<file path="config.mk">
export PLATFORM = sky130hd
export DESIGN_NAME = id_ex_stage_flat
export DESIGN_NICKNAME = d
export VERILOG_FILES = /design/src/rtl/id_ex_stage_if.sv /design/src/rtl/id_ex_stage.sv /design/src/flat_wrapper.sv
export SDC_FILE = /design/constraint.sdc
export NUM_CORES = 1
export LEC_CHECK = 0
export ABC_AREA = 1
export CAP_MARGIN = 40
export CELL_PAD_IN_SITES_DETAIL_PLACEMENT = 0
export CELL_PAD_IN_SITES_GLOBAL_PLACEMENT = 2
export CORE_UTILIZATION = 25
export CTS_BUF_LIST = sky130_fd_sc_hd__clkbuf_8
export DETAILED_ROUTE_END_ITERATION = 16
export PLACE_DENSITY = 0.8
export SLEW_MARGIN = 20
export SYNTH_ARGS = -nofsm -noshare
export SYNTH_HDL_FRONTEND = slang
export SYNTH_HIERARCHICAL = 1
export SYNTH_SLANG_ARGS = --single-unit
</file>
<file path="constraint.sdc">
create_clock -name clk -period 1.97 [get_ports clk]
set_input_delay 0.197 -clock clk [delete_from_list [all_inputs] [get_ports clk]]
set_output_delay 0.197 -clock clk [all_outputs]
set_load 0.01 [all_outputs]
</file>
<file path="src/rtl/id_ex_stage_if.sv">
// Bundle of the ID-side inputs, MEM/WB forwarding sources and EX-side outputs
// around the ID/EX pipeline register.
interface id_ex_stage_if #(
  parameter int XLEN = 32,
  parameter int RA_W = 5
);
  logic            id_valid;
  logic [XLEN-1:0] id_pc;
  logic [XLEN-1:0] id_rs1_data;
  logic [XLEN-1:0] id_rs2_data;
  logic [XLEN-1:0] id_imm;
  logic [RA_W-1:0] id_rs1_addr;
  logic [RA_W-1:0] id_rs2_addr;
  logic [RA_W-1:0] id_rd_addr;
  logic            id_rs1_used;
  logic            id_rs2_used;
  logic [3:0]      id_alu_ctrl;
  logic            id_use_imm;
  logic            id_use_pc;
  logic            id_reg_write;
  logic            id_mem_read;
  logic            id_mem_write;
  logic            id_is_branch;

  logic [RA_W-1:0] mem_rd_addr;
  logic            mem_reg_write;
  logic [XLEN-1:0] mem_result;
  logic [RA_W-1:0] wb_rd_addr;
  logic            wb_reg_write;
  logic [XLEN-1:0] wb_result;

  logic            flush;
  logic            ex_stall;

  logic [XLEN-1:0] alu_data0;
  logic [XLEN-1:0] alu_data1;
  logic [3:0]      alu_ctrl;
  logic [XLEN-1:0] ex_store_data;
  logic [XLEN-1:0] ex_pc;
  logic [RA_W-1:0] ex_rd_addr;
  logic            ex_valid;
  logic            ex_reg_write;
  logic            ex_mem_read;
  logic            ex_mem_write;
  logic            ex_is_branch;
  logic            id_hold;

  modport master (
    output id_valid, id_pc, id_rs1_data, id_rs2_data, id_imm,
           id_rs1_addr, id_rs2_addr, id_rd_addr, id_rs1_used, id_rs2_used,
           id_alu_ctrl, id_use_imm, id_use_pc, id_reg_write, id_mem_read,
           id_mem_write, id_is_branch,
           mem_rd_addr, mem_reg_write, mem_result,
           wb_rd_addr, wb_reg_write, wb_result, flush, ex_stall,
    input  alu_data0, alu_data1, alu_ctrl, ex_store_data, ex_pc, ex_rd_addr,
           ex_valid, ex_reg_write, ex_mem_read, ex_mem_write, ex_is_branch,
           id_hold
  );

  modport slave (
    input  id_valid, id_pc, id_rs1_data, id_rs2_data, id_imm,
           id_rs1_addr, id_rs2_addr, id_rd_addr, id_rs1_used, id_rs2_used,
           id_alu_ctrl, id_use_imm, id_use_pc, id_reg_write, id_mem_read,
           id_mem_write, id_is_branch,
           mem_rd_addr, mem_reg_write, mem_result,
           wb_rd_addr, wb_reg_write, wb_result, flush, ex_stall,
    output alu_data0, alu_data1, alu_ctrl, ex_store_data, ex_pc, ex_rd_addr,
           ex_valid, ex_reg_write, ex_mem_read, ex_mem_write, ex_is_branch,
           id_hold
  );
endinterface

</file>
<file path="src/rtl/id_ex_stage.sv">
// ID/EX pipeline register with MEM/WB operand forwarding, load-use bubble
// insertion, branch flush and downstream stall hold.
module id_ex_fwd #(
  parameter int XLEN = 32,
  parameter int RA_W = 5
) (
  input  logic [RA_W-1:0] rs_addr_i,
  input  logic [XLEN-1:0] rf_data_i,
  input  logic [RA_W-1:0] mem_rd_addr_i,
  input  logic            mem_reg_write_i,
  input  logic [XLEN-1:0] mem_result_i,
  input  logic [RA_W-1:0] wb_rd_addr_i,
  input  logic            wb_reg_write_i,
  input  logic [XLEN-1:0] wb_result_i,
  output logic [XLEN-1:0] fwd_o
);
  logic mem_hit, wb_hit;

  // x0 is hardwired zero, so a write to it must never be forwarded
  assign mem_hit = mem_reg_write_i && (mem_rd_addr_i != '0) && (mem_rd_addr_i == rs_addr_i);
  assign wb_hit  = wb_reg_write_i  && (wb_rd_addr_i  != '0) && (wb_rd_addr_i  == rs_addr_i);
  assign fwd_o   = mem_hit ? mem_result_i : (wb_hit ? wb_result_i : rf_data_i);
endmodule

module id_ex_stage #(
  parameter int XLEN = 32,
  parameter int RA_W = 5
) (
  input  logic         clk,
  input  logic         rst_n,
  id_ex_stage_if.slave bus
);
  localparam int NUM_SRC = 2;

  typedef struct packed {
    logic            valid;
    logic            reg_write;
    logic            mem_read;
    logic            mem_write;
    logic            is_branch;
    logic [3:0]      alu_ctrl;
    logic            use_imm;
    logic            use_pc;
    logic [RA_W-1:0] rs1_addr;
    logic [RA_W-1:0] rs2_addr;
    logic [RA_W-1:0] rd_addr;
    logic [XLEN-1:0] pc;
    logic [XLEN-1:0] rs1_data;
    logic [XLEN-1:0] rs2_data;
    logic [XLEN-1:0] imm;
  } ex_reg_t;

  ex_reg_t ex_q, ex_d;
  logic    load_use;

  logic [NUM_SRC-1:0][RA_W-1:0] src_addr;
  logic [NUM_SRC-1:0][XLEN-1:0] src_data;
  logic [NUM_SRC-1:0][XLEN-1:0] fwd_data;

  // Only a load sitting in EX can create a hazard; a flush kills the ID instruction anyway
  assign load_use = ex_q.valid && ex_q.mem_read && (ex_q.rd_addr != '0) && bus.id_valid &&
                    ((bus.id_rs1_used && (bus.id_rs1_addr == ex_q.rd_addr)) ||
                     (bus.id_rs2_used && (bus.id_rs2_addr == ex_q.rd_addr))) &&
                    !bus.flush;
  assign bus.id_hold = bus.ex_stall || load_use;

  always_comb begin
    ex_d = ex_q;
    if (bus.flush) begin
      ex_d = '0;
    end else if (bus.ex_stall) begin
      ex_d = ex_q;
    end else if (load_use || !bus.id_valid) begin
      ex_d = '0;
    end else begin
      ex_d.valid     = 1'b1;
      ex_d.reg_write = bus.id_reg_write;
      ex_d.mem_read  = bus.id_mem_read;
      ex_d.mem_write = bus.id_mem_write;
      ex_d.is_branch = bus.id_is_branch;
      ex_d.alu_ctrl  = bus.id_alu_ctrl;
      ex_d.use_imm   = bus.id_use_imm;
      ex_d.use_pc    = bus.id_use_pc;
      ex_d.rs1_addr  = bus.id_rs1_addr;
      ex_d.rs2_addr  = bus.id_rs2_addr;
      ex_d.rd_addr   = bus.id_rd_addr;
      ex_d.pc        = bus.id_pc;
      ex_d.rs1_data  = bus.id_rs1_data;
      ex_d.rs2_data  = bus.id_rs2_data;
      ex_d.imm       = bus.id_imm;
    end
  end

  always_ff @(posedge clk) begin
    if (!rst_n) ex_q <= '0;
    else        ex_q <= ex_d;
  end

  assign src_addr[0] = ex_q.rs1_addr;
  assign src_addr[1] = ex_q.rs2_addr;
  assign src_data[0] = ex_q.rs1_data;
  assign src_data[1] = ex_q.rs2_data;

  for (genvar g = 0; g < NUM_SRC; g++) begin : g_fwd
    id_ex_fwd #(.XLEN(XLEN), .RA_W(RA_W)) u_fwd (
      .rs_addr_i      (src_addr[g]),
      .rf_data_i      (src_data[g]),
      .mem_rd_addr_i  (bus.mem_rd_addr),
      .mem_reg_write_i(bus.mem_reg_write),
      .mem_result_i   (bus.mem_result),
      .wb_rd_addr_i   (bus.wb_rd_addr),
      .wb_reg_write_i (bus.wb_reg_write),
      .wb_result_i    (bus.wb_result),
      .fwd_o          (fwd_data[g])
    );
  end

  assign bus.alu_data0     = ex_q.use_pc  ? ex_q.pc  : fwd_data[0];
  assign bus.alu_data1     = ex_q.use_imm ? ex_q.imm : fwd_data[1];
  assign bus.ex_store_data = fwd_data[1];
  assign bus.alu_ctrl      = ex_q.alu_ctrl;
  assign bus.ex_pc         = ex_q.pc;
  assign bus.ex_rd_addr    = ex_q.rd_addr;
  assign bus.ex_valid      = ex_q.valid;
  assign bus.ex_reg_write  = ex_q.reg_write;
  assign bus.ex_mem_read   = ex_q.mem_read;
  assign bus.ex_mem_write  = ex_q.mem_write;
  assign bus.ex_is_branch  = ex_q.is_branch;
endmodule

</file>
<file path="src/flat_wrapper.sv">
// flat-port wrapper written by rule: the top's interface ports become plain ports
module id_ex_stage_flat 
#(
  parameter int XLEN = 32,
  parameter int RA_W = 5
)
  (clk, rst_n, bus_id_valid, bus_id_pc, bus_id_rs1_data, bus_id_rs2_data, bus_id_imm, bus_id_rs1_addr, bus_id_rs2_addr, bus_id_rd_addr, bus_id_rs1_used, bus_id_rs2_used, bus_id_alu_ctrl, bus_id_use_imm, bus_id_use_pc, bus_id_reg_write, bus_id_mem_read, bus_id_mem_write, bus_id_is_branch, bus_mem_rd_addr, bus_mem_reg_write, bus_mem_result, bus_wb_rd_addr, bus_wb_reg_write, bus_wb_result, bus_flush, bus_ex_stall, bus_alu_data0, bus_alu_data1, bus_alu_ctrl, bus_ex_store_data, bus_ex_pc, bus_ex_rd_addr, bus_ex_valid, bus_ex_reg_write, bus_ex_mem_read, bus_ex_mem_write, bus_ex_is_branch, bus_id_hold);
  id_ex_stage_if #(.XLEN(XLEN), .RA_W(RA_W)) bus_i ();
  input  logic clk;
  input  logic rst_n;
  input wire logic [$bits(bus_i.id_valid)-1:0] bus_id_valid;
  input wire logic [$bits(bus_i.id_pc)-1:0] bus_id_pc;
  input wire logic [$bits(bus_i.id_rs1_data)-1:0] bus_id_rs1_data;
  input wire logic [$bits(bus_i.id_rs2_data)-1:0] bus_id_rs2_data;
  input wire logic [$bits(bus_i.id_imm)-1:0] bus_id_imm;
  input wire logic [$bits(bus_i.id_rs1_addr)-1:0] bus_id_rs1_addr;
  input wire logic [$bits(bus_i.id_rs2_addr)-1:0] bus_id_rs2_addr;
  input wire logic [$bits(bus_i.id_rd_addr)-1:0] bus_id_rd_addr;
  input wire logic [$bits(bus_i.id_rs1_used)-1:0] bus_id_rs1_used;
  input wire logic [$bits(bus_i.id_rs2_used)-1:0] bus_id_rs2_used;
  input wire logic [$bits(bus_i.id_alu_ctrl)-1:0] bus_id_alu_ctrl;
  input wire logic [$bits(bus_i.id_use_imm)-1:0] bus_id_use_imm;
  input wire logic [$bits(bus_i.id_use_pc)-1:0] bus_id_use_pc;
  input wire logic [$bits(bus_i.id_reg_write)-1:0] bus_id_reg_write;
  input wire logic [$bits(bus_i.id_mem_read)-1:0] bus_id_mem_read;
  input wire logic [$bits(bus_i.id_mem_write)-1:0] bus_id_mem_write;
  input wire logic [$bits(bus_i.id_is_branch)-1:0] bus_id_is_branch;
  input wire logic [$bits(bus_i.mem_rd_addr)-1:0] bus_mem_rd_addr;
  input wire logic [$bits(bus_i.mem_reg_write)-1:0] bus_mem_reg_write;
  input wire logic [$bits(bus_i.mem_result)-1:0] bus_mem_result;
  input wire logic [$bits(bus_i.wb_rd_addr)-1:0] bus_wb_rd_addr;
  input wire logic [$bits(bus_i.wb_reg_write)-1:0] bus_wb_reg_write;
  input wire logic [$bits(bus_i.wb_result)-1:0] bus_wb_result;
  input wire logic [$bits(bus_i.flush)-1:0] bus_flush;
  input wire logic [$bits(bus_i.ex_stall)-1:0] bus_ex_stall;
  output wire logic [$bits(bus_i.alu_data0)-1:0] bus_alu_data0;
  output wire logic [$bits(bus_i.alu_data1)-1:0] bus_alu_data1;
  output wire logic [$bits(bus_i.alu_ctrl)-1:0] bus_alu_ctrl;
  output wire logic [$bits(bus_i.ex_store_data)-1:0] bus_ex_store_data;
  output wire logic [$bits(bus_i.ex_pc)-1:0] bus_ex_pc;
  output wire logic [$bits(bus_i.ex_rd_addr)-1:0] bus_ex_rd_addr;
  output wire logic [$bits(bus_i.ex_valid)-1:0] bus_ex_valid;
  output wire logic [$bits(bus_i.ex_reg_write)-1:0] bus_ex_reg_write;
  output wire logic [$bits(bus_i.ex_mem_read)-1:0] bus_ex_mem_read;
  output wire logic [$bits(bus_i.ex_mem_write)-1:0] bus_ex_mem_write;
  output wire logic [$bits(bus_i.ex_is_branch)-1:0] bus_ex_is_branch;
  output wire logic [$bits(bus_i.id_hold)-1:0] bus_id_hold;
  assign bus_i.id_valid = bus_id_valid;
  assign bus_i.id_pc = bus_id_pc;
  assign bus_i.id_rs1_data = bus_id_rs1_data;
  assign bus_i.id_rs2_data = bus_id_rs2_data;
  assign bus_i.id_imm = bus_id_imm;
  assign bus_i.id_rs1_addr = bus_id_rs1_addr;
  assign bus_i.id_rs2_addr = bus_id_rs2_addr;
  assign bus_i.id_rd_addr = bus_id_rd_addr;
  assign bus_i.id_rs1_used = bus_id_rs1_used;
  assign bus_i.id_rs2_used = bus_id_rs2_used;
  assign bus_i.id_alu_ctrl = bus_id_alu_ctrl;
  assign bus_i.id_use_imm = bus_id_use_imm;
  assign bus_i.id_use_pc = bus_id_use_pc;
  assign bus_i.id_reg_write = bus_id_reg_write;
  assign bus_i.id_mem_read = bus_id_mem_read;
  assign bus_i.id_mem_write = bus_id_mem_write;
  assign bus_i.id_is_branch = bus_id_is_branch;
  assign bus_i.mem_rd_addr = bus_mem_rd_addr;
  assign bus_i.mem_reg_write = bus_mem_reg_write;
  assign bus_i.mem_result = bus_mem_result;
  assign bus_i.wb_rd_addr = bus_wb_rd_addr;
  assign bus_i.wb_reg_write = bus_wb_reg_write;
  assign bus_i.wb_result = bus_wb_result;
  assign bus_i.flush = bus_flush;
  assign bus_i.ex_stall = bus_ex_stall;
  assign bus_alu_data0 = bus_i.alu_data0;
  assign bus_alu_data1 = bus_i.alu_data1;
  assign bus_alu_ctrl = bus_i.alu_ctrl;
  assign bus_ex_store_data = bus_i.ex_store_data;
  assign bus_ex_pc = bus_i.ex_pc;
  assign bus_ex_rd_addr = bus_i.ex_rd_addr;
  assign bus_ex_valid = bus_i.ex_valid;
  assign bus_ex_reg_write = bus_i.ex_reg_write;
  assign bus_ex_mem_read = bus_i.ex_mem_read;
  assign bus_ex_mem_write = bus_i.ex_mem_write;
  assign bus_ex_is_branch = bus_i.ex_is_branch;
  assign bus_id_hold = bus_i.id_hold;
  id_ex_stage #(.XLEN(XLEN), .RA_W(RA_W)) u_core (.clk(clk), .rst_n(rst_n), .bus(bus_i));
endmodule
</file>
==> flow_summary.json <==
{
  "synth_warnings": 6,
  "max_stage_delay_ns": 0.36,
  "p_per_area_mw_per_mm2": 458,
  "core_mm2": 0.0419,
  "via_count": 11600,
  "clock.fmax_mhz": 382,
  "synthCells": 1455,
  "worstPathArrival_ns": 2.42,
  "dieWidth_um": 208,
  "critPathMostFrequentCell": "buf_6",
  "hp-class": "in -> reg",
  "syn_area_per_cell_um2": 7.32,
  "cp_top_family": "simple AND/OR/NAND/NOR gates",
  "synth_top_area_cell": "dfxtp_1",
  "finalCritPeriodShare": 1.33,
  "synthXorXnorAreaFrac": 0,
  "crit_path_cell_trace": "buf_6, or2_4, a21oi_4, nand3_4, buf_12, nand3_1, nand2_1, mux2_4, buf_6",
  "rsz0062_at_grt": "true",
  "die_area_mm2": 0.0434,
  "fp.dieH_um": 208,
  "yosysUniqueCellTypes": 27,
  "synth_area_mm2": 0.0106,
  "grt_max_degree": 79,
  "violations": "negative setup slack",
  "vias_per_cell": 4.80,
  "finClkSkew_ns": 0.0155,
  "slew_viol_final": 0,
  "firstDrtPassIters": 8,
  "clock_path_buffers": 2,
  "crit_type": "reg -> out",
  "tightest_slew_ns": 0.487,
  "cp-end-kind": "output port",
  "finalHoldViolations": 0,
  "synth_adder_area_share": 0,
  "maxCapViolations": 0,
  "synth.top_cell.area_share": 0.290,
  "area_growth_pct": 71.2,
  "setup-tns-final_ns": -53.58,
  "cts_tree": "done",
  "slowest_stage": "dfxtp_4",
  "synth_compound_area_frac": 0.108,
  "antenna_found_initial": 6,
  "outcome": "finished with violations",
  "critPathLaunchType": "flop",
  "finalWorstSetupSlack_ns": -0.649,
  "ant_nets": 0,
  "io_pins": 379,
  "synth_mux_area_frac": 0.0677,
  "cp_num_buf_inv": 3,
  "synth_seq_cells": 154,
  "ys_seq_area_frac": 0.290,
  "routed_wl_um": 52100,
  "period_needed_ns": 2.62,
  "crit_fanout": 21,
  "grt_pass1_vias": 11900,
  "clkTransAtPathRegs_ns": 0.10,
  "synthTopCellsByArea": "dfxtp_1 (29%), nand2_1 (13%), nand3_2 (8.9%)",
  "drc": 0,
  "synth_nets": 1691,
  "avgRoutedWirePerCell_um": 21.6,
  "cts_buffers": 17,
  "setup_viol": 96,
  "htreeDepth": 4,
  "p_leak_nw": 7.19,
  "grt-ovfl-total": 0,
  "start_util": 0.254,
  "slew_headroom": 0.675,
  "drive_above_1_share": 0.387,
  "dpl.hpwl_um": 35200,
  "final_util": 0.434,
  "grt_use_total": 0.231,
  "synthSimpleGateAreaFrac": 0.367,
  "synth_top_family_by_area": "simple AND/OR/NAND/NOR gates",
  "root_buffer": "clkbuf_8",
  "fin_nets": 2091,
  "io_buffers": 378,
  "rows": 75,
  "ir_drop_v": 0.000471,
  "grt_pass1_wl_um": 74900,
  "cts_sinks": 154,
  "drt-initial-drc-count": 752,
  "regToRegSetupSlack_ns": 0.22,
  "cp.required_ns": 1.77,
  "clock_latency_ns": 0.52,
  "place.gp.congestion": 0.801
}
where the power goes:
part | internal, mW | switching, mW | leakage, nW
clock | 1.60 | 1.42 | 0.238
combinational | 1.13 | 1.00 | 5.70
sequential | 3.17 | 0.0430 | 1.26
layout by cell type (no fill, tap or decap), drive strengths merged:
cell / n
a21oi: 158
nor2: 21
nand2: 356
clkdlybuf4s50: 280
diode: 4
dfxtp: 154
dlygate4sd3: 1
mux2: 64
buf: 256
o21ai: 9
or2: 2
inv: 174
clkbuf: 27
clkinv: 2
clkinvlp: 2
nand4: 131
nor3: 1
nand3: 225
bufinv: 5
final timing paths:
path / end / startpoint / cells past startpoint
worst min register to register: u_core/ex_q[78] / u_core/ex_q[78] / 2
worst max-delay path: bus_alu_data0[0] / u_core/ex_q[139] / 9
worst max register to register: u_core/ex_q[75] / u_core/bus.ex_rd_addr[2] / 8
worst min-delay path: u_core/ex_q[23] / bus_id_imm[23] / 3
cells in the mapped netlist:
| master | count |
|---|---|
| buf_4 | 42 |
| buf_12 | 10 |
| nand3_1 | 128 |
| mux2_2 | 64 |
| nand3_2 | 95 |
| nand3_4 | 2 |
| inv_2 | 6 |
| nor3_1 | 1 |
| a21oi_1 | 77 |
| dfxtp_1 | 154 |
| buf_8 | 6 |
| nand4_1 | 131 |
| nand2_2 | 1 |
| o21ai_0 | 2 |
| clkbuf_1 | 39 |
| o21ai_1 | 7 |
| or2_1 | 2 |
| nand2_1 | 355 |
| buf_6 | 7 |
| buf_2 | 57 |
| a21oi_4 | 2 |
| nor2_4 | 1 |
| a21oi_2 | 79 |
| inv_1 | 165 |
| nor2_2 | 6 |
| clkbuf_8 | 2 |
| nor2_1 | 14 |
sequential cells by signal (all words and copies together), names as in the netlist:
signal and flops:
u_core/ex_q 108, u_core/bus.ex_pc 32, u_core/bus.ex_rd_addr 5, u_core/bus.alu_ctrl 4, u_core/bus.ex_is_branch 1, u_core/bus.ex_mem_read 1
u_core/bus.ex_mem_write 1, u_core/bus.ex_reg_write 1, u_core/bus.ex_valid 1
worst reg2reg max path, stage by stage, from the launching register on:
cell and delay (ns):
dfxtp_4 0.36, inv_2 0.07, nand4_1 0.11, o21ai_1 0.16
inv_2 0.08, nand2_8 0.11, buf_4 0.44, nand3_1 0.18
a21oi_1 0.17
metal layers:
layer  share of wire  global-route usage  vias to the layer above
met5         0.00025                   0                        -
met4           0.024              0.0743                        2
met1            0.44               0.300                     5498
met3           0.062              0.0521                       57
met2            0.47               0.376                      403
li1                -                   -                     5616
cell families (layout without fill, tap and decap cells):
logic type             Yosys count  in the layout
other                            0              4
DFF                            154            154
and+or+nand+nor                736            736
buffers and inverters          334            747
muxes                           64             64
AOI/OAI and AO/OA              167            167
timing repair:
action | 4_1_cts | 5_1_grt
resized for setup | 750 | 161
pin swaps | 62 | 84
setup buffers | 33 | 23
gates cloned | 13 | 8
hold buffers | 1 | 0
hold endpoints to repair | 1 | 0
endpoints found under the setup margin | 97 | 97
area by class of cell:
type | count | area [µm²]
multi-input combinational | 967 | 7030
sequential | 154 | 3120
fill | 4242 | 23700
timing repair buffer | 544 | 6270
clock buffer | 20 | 275
tap | 539 | 674
inverter | 171 | 644
clock inverter | 12 | 195
antenna | 4 | 10.0
through the flow:
step,setup slack (ns),cell area [µm²],power [mW],cells,hold slack [ns]
4_1_cts,-0.718,17300,8.39,2394,0.188
3_5_place_dp,-0.835,15200,5.08,2315,0.454
3_3_place_gp,-0.808,15200,5.09,2315,0.449
6_report,-0.649,18200,8.35,2411,0.240
2_1_floorplan,0.247,10600,3.99,1455,0.340
5_1_grt,-0.757,18200,8.72,2409,0.213
Power figures use the tool's default switching activity.
